$ cat src/rtl/data_memory_ws_if.sv
// Request/response bundle between the MEM stage and data_memory_ws.
// byteEn only exists when DMEM_BYTE_LANES_EN is defined.
interface data_memory_ws_if;
  logic        memRead;
  logic        memWrite;
  logic [31:0] address;
  logic [31:0] data;
`ifdef DMEM_BYTE_LANES_EN
  logic [3:0]  byteEn;
`endif
  logic [31:0] memOut;
  logic        ready;
  logic        memErr;
  logic        busy;

  modport master (
    output memRead, memWrite, address, data,
`ifdef DMEM_BYTE_LANES_EN
    output byteEn,
`endif
    input  memOut, ready, memErr, busy
  );

  modport slave (
    input  memRead, memWrite, address, data,
`ifdef DMEM_BYTE_LANES_EN
    input  byteEn,
`endif
    output memOut, ready, memErr, busy
  );
endinterface

$ cat src/rtl/data_memory_ws.sv
// Wait-state data memory for the MEM stage; fixed latency, one-cycle ready.
// Optional per-byte write lanes with DMEM_BYTE_LANES_EN.
module data_memory_ws #(
  parameter int unsigned DEPTH_WORDS = 64,
  parameter int unsigned BASE_ADDR   = 1024,
  parameter int unsigned WAIT_CYCLES = 2
) (
  input logic             clk,
  input logic             rst,
  data_memory_ws_if.slave bus
);
  localparam int unsigned AW = $clog2(DEPTH_WORDS);
  localparam logic [29:0] BASE_W = 30'(BASE_ADDR >> 2);

  typedef enum logic [1:0] {IDLE, BUSY, DONE} state_e;

  state_e      state_q, state_d;
  logic [3:0]  cnt_q, cnt_d;
  logic        wr_q, wr_d;
  logic        rd_q, rd_d;
  logic [29:0] addr_q, addr_d;
  logic [31:0] data_q, data_d;
  logic [31:0] out_q, out_d;
  logic        ready_q, ready_d;
  logic        err_q, err_d;
  logic        busy_q, busy_d;
  logic [3:0]  wr_be;

  logic [31:0] mem [DEPTH_WORDS];

  logic [29:0]   off;
  logic          in_win;
  logic [AW-1:0] idx;
  logic          mem_we;
  logic          unused_addr;

  assign unused_addr = ^bus.address[1:0];

  // Word-granular window check; the >= test stops low addresses aliasing.
  assign off    = addr_q - BASE_W;
  assign in_win = (addr_q >= BASE_W) && ((off >> AW) == '0);
  assign idx    = off[AW-1:0];
  assign mem_we = (state_q == BUSY) && (cnt_q == '0)
                  && wr_q && in_win;

`ifdef DMEM_BYTE_LANES_EN
  logic [3:0] be_q, be_d;

  always_comb begin
    be_d = be_q;
    if (state_q == IDLE && (bus.memRead | bus.memWrite))
      be_d = bus.byteEn;
  end

  always_ff @(posedge clk or posedge rst) begin
    if (rst) be_q <= '0;
    else     be_q <= be_d;
  end

  assign wr_be = be_q;
`else
  assign wr_be = 4'hF;
`endif

  always_comb begin
    state_d = state_q;
    cnt_d   = cnt_q;
    wr_d    = wr_q;
    rd_d    = rd_q;
    addr_d  = addr_q;
    data_d  = data_q;
    out_d   = out_q;
    ready_d = 1'b0;
    err_d   = 1'b0;
    busy_d  = busy_q;
    unique case (state_q)
      IDLE: begin
        if (bus.memRead | bus.memWrite) begin
          wr_d    = bus.memWrite;
          rd_d    = bus.memRead & ~bus.memWrite;
          addr_d  = bus.address[31:2];
          data_d  = bus.data;
          cnt_d   = 4'(WAIT_CYCLES);
          busy_d  = 1'b1;
          state_d = BUSY;
        end
      end
      BUSY: begin
        if (cnt_q != '0) begin
          cnt_d = cnt_q - 4'd1;
        end else begin
          ready_d = 1'b1;
          err_d   = ~in_win;
          state_d = DONE;
          if (rd_q)
            out_d = in_win ? mem[idx] : '0;
        end
      end
      DONE: begin
        busy_d  = 1'b0;
        state_d = IDLE;
      end
      default: begin
        busy_d  = 1'b0;
        state_d = IDLE;
      end
    endcase
  end

  always_ff @(posedge clk or posedge rst) begin
    if (rst) begin
      state_q <= IDLE;
      cnt_q   <= '0;
      wr_q    <= 1'b0;
      rd_q    <= 1'b0;
      addr_q  <= '0;
      data_q  <= '0;
      out_q   <= '0;
      ready_q <= 1'b0;
      err_q   <= 1'b0;
      busy_q  <= 1'b0;
    end else begin
      state_q <= state_d;
      cnt_q   <= cnt_d;
      wr_q    <= wr_d;
      rd_q    <= rd_d;
      addr_q  <= addr_d;
      data_q  <= data_d;
      out_q   <= out_d;
      ready_q <= ready_d;
      err_q   <= err_d;
      busy_q  <= busy_d;
    end
  end

  always_ff @(posedge clk) begin
    if (mem_we) begin
      for (int b = 0; b < 4; b++)
        if (wr_be[b])
          mem[idx][8*b +: 8] <= data_q[8*b +: 8];
    end
  end

  assign bus.memOut = out_q;
  assign bus.ready  = ready_q;
  assign bus.memErr = err_q;
  assign bus.busy   = busy_q;
endmodule
$ cat src/flat_wrapper.sv
// flat-port wrapper written by rule: the top's interface ports become plain ports
module data_memory_ws_flat 
#(
  parameter int unsigned DEPTH_WORDS = 64,
  parameter int unsigned BASE_ADDR   = 1024,
  parameter int unsigned WAIT_CYCLES = 2
)
  (clk, rst, bus_memRead, bus_memWrite, bus_address, bus_data, bus_memOut, bus_ready, bus_memErr, bus_busy);
  data_memory_ws_if bus_i ();
  input logic clk;
  input logic rst;
  input wire logic [$bits(bus_i.memRead)-1:0] bus_memRead;
  input wire logic [$bits(bus_i.memWrite)-1:0] bus_memWrite;
  input wire logic [$bits(bus_i.address)-1:0] bus_address;
  input wire logic [$bits(bus_i.data)-1:0] bus_data;
  output wire logic [$bits(bus_i.memOut)-1:0] bus_memOut;
  output wire logic [$bits(bus_i.ready)-1:0] bus_ready;
  output wire logic [$bits(bus_i.memErr)-1:0] bus_memErr;
  output wire logic [$bits(bus_i.busy)-1:0] bus_busy;
  assign bus_i.memRead = bus_memRead;
  assign bus_i.memWrite = bus_memWrite;
  assign bus_i.address = bus_address;
  assign bus_i.data = bus_data;
  assign bus_memOut = bus_i.memOut;
  assign bus_ready = bus_i.ready;
  assign bus_memErr = bus_i.memErr;
  assign bus_busy = bus_i.busy;
  data_memory_ws #(.DEPTH_WORDS(DEPTH_WORDS), .BASE_ADDR(BASE_ADDR), .WAIT_CYCLES(WAIT_CYCLES)) u_core (.clk(clk), .rst(rst), .bus(bus_i));
endmodule
$ cat config.mk
export PLATFORM = sky130hd
export DESIGN_NAME = data_memory_ws_flat
export DESIGN_NICKNAME = d
export VERILOG_FILES = /design/src/rtl/data_memory_ws_if.sv /design/src/rtl/data_memory_ws.sv /design/src/flat_wrapper.sv
export SDC_FILE = /design/constraint.sdc
export NUM_CORES = 2
export LEC_CHECK = 0
export BUFFER_PORTS_ARGS = -buffer_cell sky130_fd_sc_hd__buf_2
export CELL_PAD_IN_SITES_DETAIL_PLACEMENT = 1
export CELL_PAD_IN_SITES_GLOBAL_PLACEMENT = 1
export CORE_ASPECT_RATIO = 0.5
export CORE_UTILIZATION = 30
export CTS_BUF_LIST = sky130_fd_sc_hd__clkbuf_8
export CTS_CLUSTER_SIZE = 24
export DETAILED_ROUTE_END_ITERATION = 8
export GPL_TIMING_DRIVEN = 0
export PLACE_DENSITY_LB_ADDON = 0.1
export SLEW_MARGIN = 10
export SYNTH_ARGS = -nofsm -noshare
export SYNTH_HDL_FRONTEND = slang
export SYNTH_SLANG_ARGS = --single-unit
$ cat constraint.sdc
create_clock -name clk -period 3.6 [get_ports clk]
set_input_delay 0.72 -clock clk [delete_from_list [all_inputs] [get_ports clk]]
set_output_delay 0.72 -clock clk [all_outputs]
set_load 0.005 [all_outputs]
# == Yosys cells after proc, flatten, opt, wreduce, memory -nomap -nowiden ==
# Memory sizes are Yosys's and may differ from the RTL's.
# Index checks and enable logic that the tools add are counted.
# word_totals
mem_count,1
out_inout_bits,35
elab_cells,53
input_bits,68
register_bits,105
mem_bits_rw,2048
# mem_list
name,depth,word_bits,rd,rd_clocked_by_memory_dff,write_ports,line,text
u_core.mem,64,32,1,0,1,data_memory_ws.sv:29,logic [31:0] mem [DEPTH_WORDS];
# classes
n_reduce_logical,14
eq_ne,4
magnitude_cmp,1
n_addsub,2
n_mux,15
bitwise,6
# ops
operator,count
two-way mux 32 bit,1
>= comparator 30 x 9 -> 1 bit (second input constant),1
logical NOT 30 bit,1
subtractor 30 x 9 -> 30 bit (second input constant),1
two-way mux 4 bit,2
one-hot mux 4 bit (2 select lines),1
two-way mux 1 bit,7
AND reduction 2 bit,3
AND reduction 3 bit,2
logical AND 1 bit,4
logical NOT 4 bit,1
two-way mux 2 bit,2
inequality test 2 bit (second input constant),2
NOT 1 bit,4
one-hot mux 2 bit (2 select lines),1
nonzero test 4 bit,1
subtractor 4 x 1 -> 4 bit (second input constant),1
equality test 2 x 1 -> 1 bit (second input constant),1
logical NOT 2 bit,1
inequality test 2 x 1 -> 1 bit (second input constant),1
one-hot mux 1 bit (2 select lines),1
nonzero test 2 bit,1
AND 1 bit,1
OR 1 bit,1

# == Logic depth before layout (Yosys ltp) ==
# depth
ltp_word,6
mapped_depth,11
mapped_depth_nobuf,8

# == Least setup slack after synthesis ==
# Ideal clock, no wire load.
# synth_path
path_type,register -> register
from,register u_core.addr_q[5]
to,memory u_core.mem[48][0] (enable)
path_buffers,3
setup_time_ns,0.421
period_less_slack_ns,3.524
slack_ns,0.076
required_time_ns,3.179
stages_incl_launch_ff,8
arrival_ns,3.103
cell_sequence,dfrtp_1 > clkbuf_1 > clkbuf_1 > nand2_1 > nor2_1 > clkbuf_1 > nand2_1 > nor2_1
# synth_between
elab_chain_cells,6
word_cells_on_any_way,7
classes_between,1 x add/sub; 1 x order compare; 2 x mux; 3 x reduce/logical
# synth_lines
item,line,text
"start, declared",data_memory_ws.sv:21,"logic [29:0] addr_q, addr_d;"
"start signal, assigned",data_memory_ws.sv:127,addr_q <= addr_d;
subtractor 30 x 9 -> 30 bit,data_memory_ws.sv:40,assign off = addr_q - BASE_W;
logical NOT 30 bit,data_memory_ws.sv:41,assign in_win = (addr_q >= BASE_W) && ((off >> AW) == '0);
logical AND 1 bit,data_memory_ws.sv:41,
logical AND 1 bit,data_memory_ws.sv:44,&& wr_q && in_win;
two-way mux 1 bit,data_memory_ws.sv:137,if (mem_we) begin
two-way mux 1 bit (implied by the code),data_memory_ws.sv:140,mem[idx][8*b +: 8] <= data_q[8*b +: 8];
"end, declared",data_memory_ws.sv:29,
# Parallel ways exist; a longest one is shown, timed or not.

# == Final worst setup path ==
# layout_path
from,register u_core.addr_q[1]
to,register u_core.out_q[11] (netlist: u_core.bus.memOut[11])
# layout_between
elab_chain_cells,4
word_cells_on_any_way,6
classes_between,1 x add/sub; 1 x order compare; 1 x mux; 2 x reduce/logical; 1 x memory
# layout_lines
item,line,text
"parallel branches: the longest is 3 deep, another holds memory (64 x 32 bit)",-,
two-way mux 32 bit *,data_memory_ws.sv:96,out_d = in_win ? mem[idx] : '0;
"end signal, assigned",data_memory_ws.sv:129,out_q <= out_d;
"end, declared",data_memory_ws.sv:23,"logic [31:0] out_q, out_d;"
# Mark *: on every way between the ends.
# A chain may end at the register's enable or synchronous reset.

==> out/results.tsv <==
metric	value	unit
Multi-input gate area	18000	um2
Synth Register Bits	2153	
gr ovfl total	0	
FF+latch area	64200	um2
outcome	finished with violations	
Max-Cap Viols	0	
post-route DRC violation count	0	
Worst-path clk slew	70	ps
PD cells	896	nW/um2
Final ANT Viol Nets	0	
Core Util, Final	37.5	%
Most used DFF post-synth	edfxtp_1	
crit path max-delay cell type	buf_2	
min Tclk post-route	3830	ps
die width	746	um
nets	5523	
crit share post-route	106	%
initial antenna violation count	87	
CP Data Arrival Time	4770	ps
first-pass GRT wire length	619	mm
TritonCTS Buffers	342	
Max Slew Vio Count	0	
Slew @ Worst Pin	1410	ps
vias in the first global route	55103	
Design Power	92.4	mW
die height	374	um
DR vias	59913	
synthesized netlist cell count	4610	
startpoint types	flop	
WL/cell	53.2	um
clk sinks	2153	
worst endpoint required time	4540	ps
Worst path max stage delay	620	ps
final worst slack	-232	ps
Buf/Inv on CP	6	
Leak	34.3	nW
worst-path cell chain	buf_6, buf_6, inv_2, buf_4, buf_2, buf_2, o221ai_1, a21oi_1, o22ai_1, o31ai_1	
1st-pass router iterations	6	
failing checks	negative setup slack	
Comb power frac	42.8	%
gr usage total	34.8	%
crit-path max FO	10	
sw power	42.1	mW
DRT iter0 DRCs	12741	
RSZ-0062 raised after global routing	true	
Worst Hold Class	in -> reg	
Post-DP Area	94300	um2
commonest non-fill, non-tap cell in the layout	edfxtp_1	
Core ar.	275000	um2
asr flop ratio synth	4.88	%
Post-Route WL	501	mm
post-synthesis cell area	83100	um2
Detail Placement HPWL	343	mm
Worst slew margin	6.12	%
Syn Nets	4679	
Worst path top cell family by delay	buffers and inverters	
Setup CP Type	reg -> reg	
internal power	50.2	mW
IO Pins	103	
latest clock arrival within the worst-skew pair	1060	ps
Critical Path End Type	flop	
Sw Share	45.6	%
sequential cell fraction of total power	35.3	%
fill cell count	27048	
Worst Clk Skew	106	ps
largest net degree at the start of global routing	72	
Root Driver	clkbuf_8	
H-tree depth	5	
clock tree buffer depth	4	
Buffers on Ports	100	
Starting Density	30.2	%
Unique masters post-synth	73	
fin area	103000	um2
vias per std cell	6.36	
routability cong.	0.911	
most frequent cells in the layout	edfxtp_1, clkbuf_8, nand2_1	
Final setup viols	90	
syn_area_per_cell	18.0	um2
Synth warnings	0	
Post-synth EDFFs	2048	
maximum vdd ir drop	0.000505	V
Clk pwr share	21.9	%
Area growth syn-to-layout	24.0	%
full die area	279000	um2
CTS tree	done	
share of cells above drive strength 1	29.5	%
Hold Vio Cnt, Final	0	
Seq/Total Area, Yosys	77.2	%
fmax	261	MHz
Rows	136	
## stage by stage
step | std cells | setup TNS (ps) | setup WS [ps] | hold WS (ps)
floorplan | 4610 | 0 | 75.7 | 437
global placement | 8367 | - | -8740 | 463
detailed placement | 8612 | -1512860 | -1300 | 467
CTS | 9367 | -196 | -83.9 | 71.6
global route | 9379 | -2170 | -72.1 | 134
finish | 9415 | -8130 | -232 | 123
## sequential cells by signal, indices dropped and copies added, names as in the netlist
signal             count
u_core.addr_q         30
u_core.cnt_q           4
u_core.rd_q            1
u_core.data_q         32
u_core.mem          2048
u_core.wr_q            1
u_core.bus.memErr      1
u_core.state_q         2
u_core.bus.memOut     32
u_core.bus.ready       1
u_core.bus.busy        1
## cell families (layout without fill, tap and decap cells)
family,Yosys count,count (layout),synth area share [%]
xor+xnor,2,2,0.0211
compound gates,922,922,7.83
simple gates,664,664,3.36
flops,2153,2153,77.2
buf+inv,315,1425,2.28
other cells,0,38,0
fa+ha+maj,1,1,0.0151
mux,553,553,9.34
## worst paths after layout
check	startpoint	to	slack, ps	cells after the start
worst max-delay path	u_core.addr_q[1]$_DFFE_PP0P_	u_core.bus.memOut[11]$_DFFE_PP0P_	-230	10
worst min-delay path	bus_address[4]	u_core.addr_q[2]$_DFFE_PP0P_	120	3
worst max register to register	u_core.addr_q[1]$_DFFE_PP0P_	u_core.bus.memOut[11]$_DFFE_PP0P_	-230	10
worst min register to register	u_core.wr_q$_DFFE_PP0P_	u_core.wr_q$_DFFE_PP0P_	480	2
max in group asynchronous	rst	u_core.addr_q[2]$_DFFE_PP0P_	2400	4
min in group asynchronous	rst	u_core.data_q[28]$_DFFE_PP0P_	310	3
## repair_timing
action | CTS | global route
setup buffers | 83 | 10
hold endpoints to repair | 132 | 0
endpoints found under the setup margin | 2082 | 103
cloned | 0 | 0
pin swaps | 58 | 13
resized for setup | 253 | 94
hold buffers | 62 | 0
## cell type report
cell class | count | area share, %
multi-input combinational | 2142 | 17.5
antenna | 38 | 0.0923
tap | 3657 | 4.44
clock buffer | 368 | 4.91
timing repair buffer | 501 | 7.13
inverter | 7 | 0.0328
sequential | 2153 | 62.3
buffer | 307 | 2.61
clock inverter | 242 | 1.00
## worst min-delay path, cell delays in order
cell and delay [ps]:
buf_2 90, nand2_1 80, o21ai_0 180
## cells in the mapped netlist (4+ instances only)
library cell  count  area share [%]
a2bb2oi_1        26            0.27
a222oi_1         21            0.25
a221oi_1         24            0.25
buf_12            4           0.096
nand2b_1          6           0.045
dfrtp_1         105             3.2
a211oi_1         21            0.19
o22a_1            8           0.084
o22ai_1         289             2.2
a22o_1           16            0.17
o211ai_1          6           0.054
a311oi_1          4           0.042
nor2_1          197            0.89
mux4_2          120             3.3
a21oi_1         117            0.70
and3_1            8           0.060
clkbuf_1         77            0.35
buf_6            30            0.41
nand3b_1          5           0.045
nand3_1          22            0.13
mux4_1           26            0.82
nor2b_1          23            0.17
or2_2             6           0.045
a211o_1           4           0.042
a31oi_1           4           0.030
o21ai_0          99            0.60
and2_1            7           0.053
nand2_1         351             1.6
nor4_1            8           0.060
mux2i_1         167             2.0
nor3_1            8           0.048
a221o_1           6           0.072
o2bb2ai_1         4           0.042
a32o_1           16            0.19
or3_1             6           0.045
buf_4            64            0.58
o221ai_1        158             1.7
mux2_2          240             3.3
a22oi_1          48            0.43
a2111oi_0         7           0.074
o31ai_1          19            0.17
edfxtp_1       2048              74
inv_1             5           0.023
buf_2           117            0.70
buf_1            13           0.059
## power groups by stage
| stage | combinational (mW) | clock, mW | sequential (mW) |
|---|---|---|---|
| final | 39.5 | 20.3 | 32.6 |
| after global routing | 38.2 | 21.1 | 32.6 |
| after CTS | 36.8 | 20.2 | 32.5 |
| after detailed placement | 35.7 | 0 | 33.0 |
| after global placement | 30.4 | 0 | 36.4 |
| after floorplan | 12.4 | 0 | 33.4 |
## routing by layer
metal | vias to the layer above | routed length, um | global-route usage [%]
li1 | 20578 | - | -
met1 | 32439 | 197000 | 47.4
met2 | 5642 | 201000 | 47.7
met3 | 1218 | 73600 | 14.0
met4 | 36 | 29500 | 17.6
met5 | - | 282 | 0
Note: power is estimated with default switching activity, not from simulation.
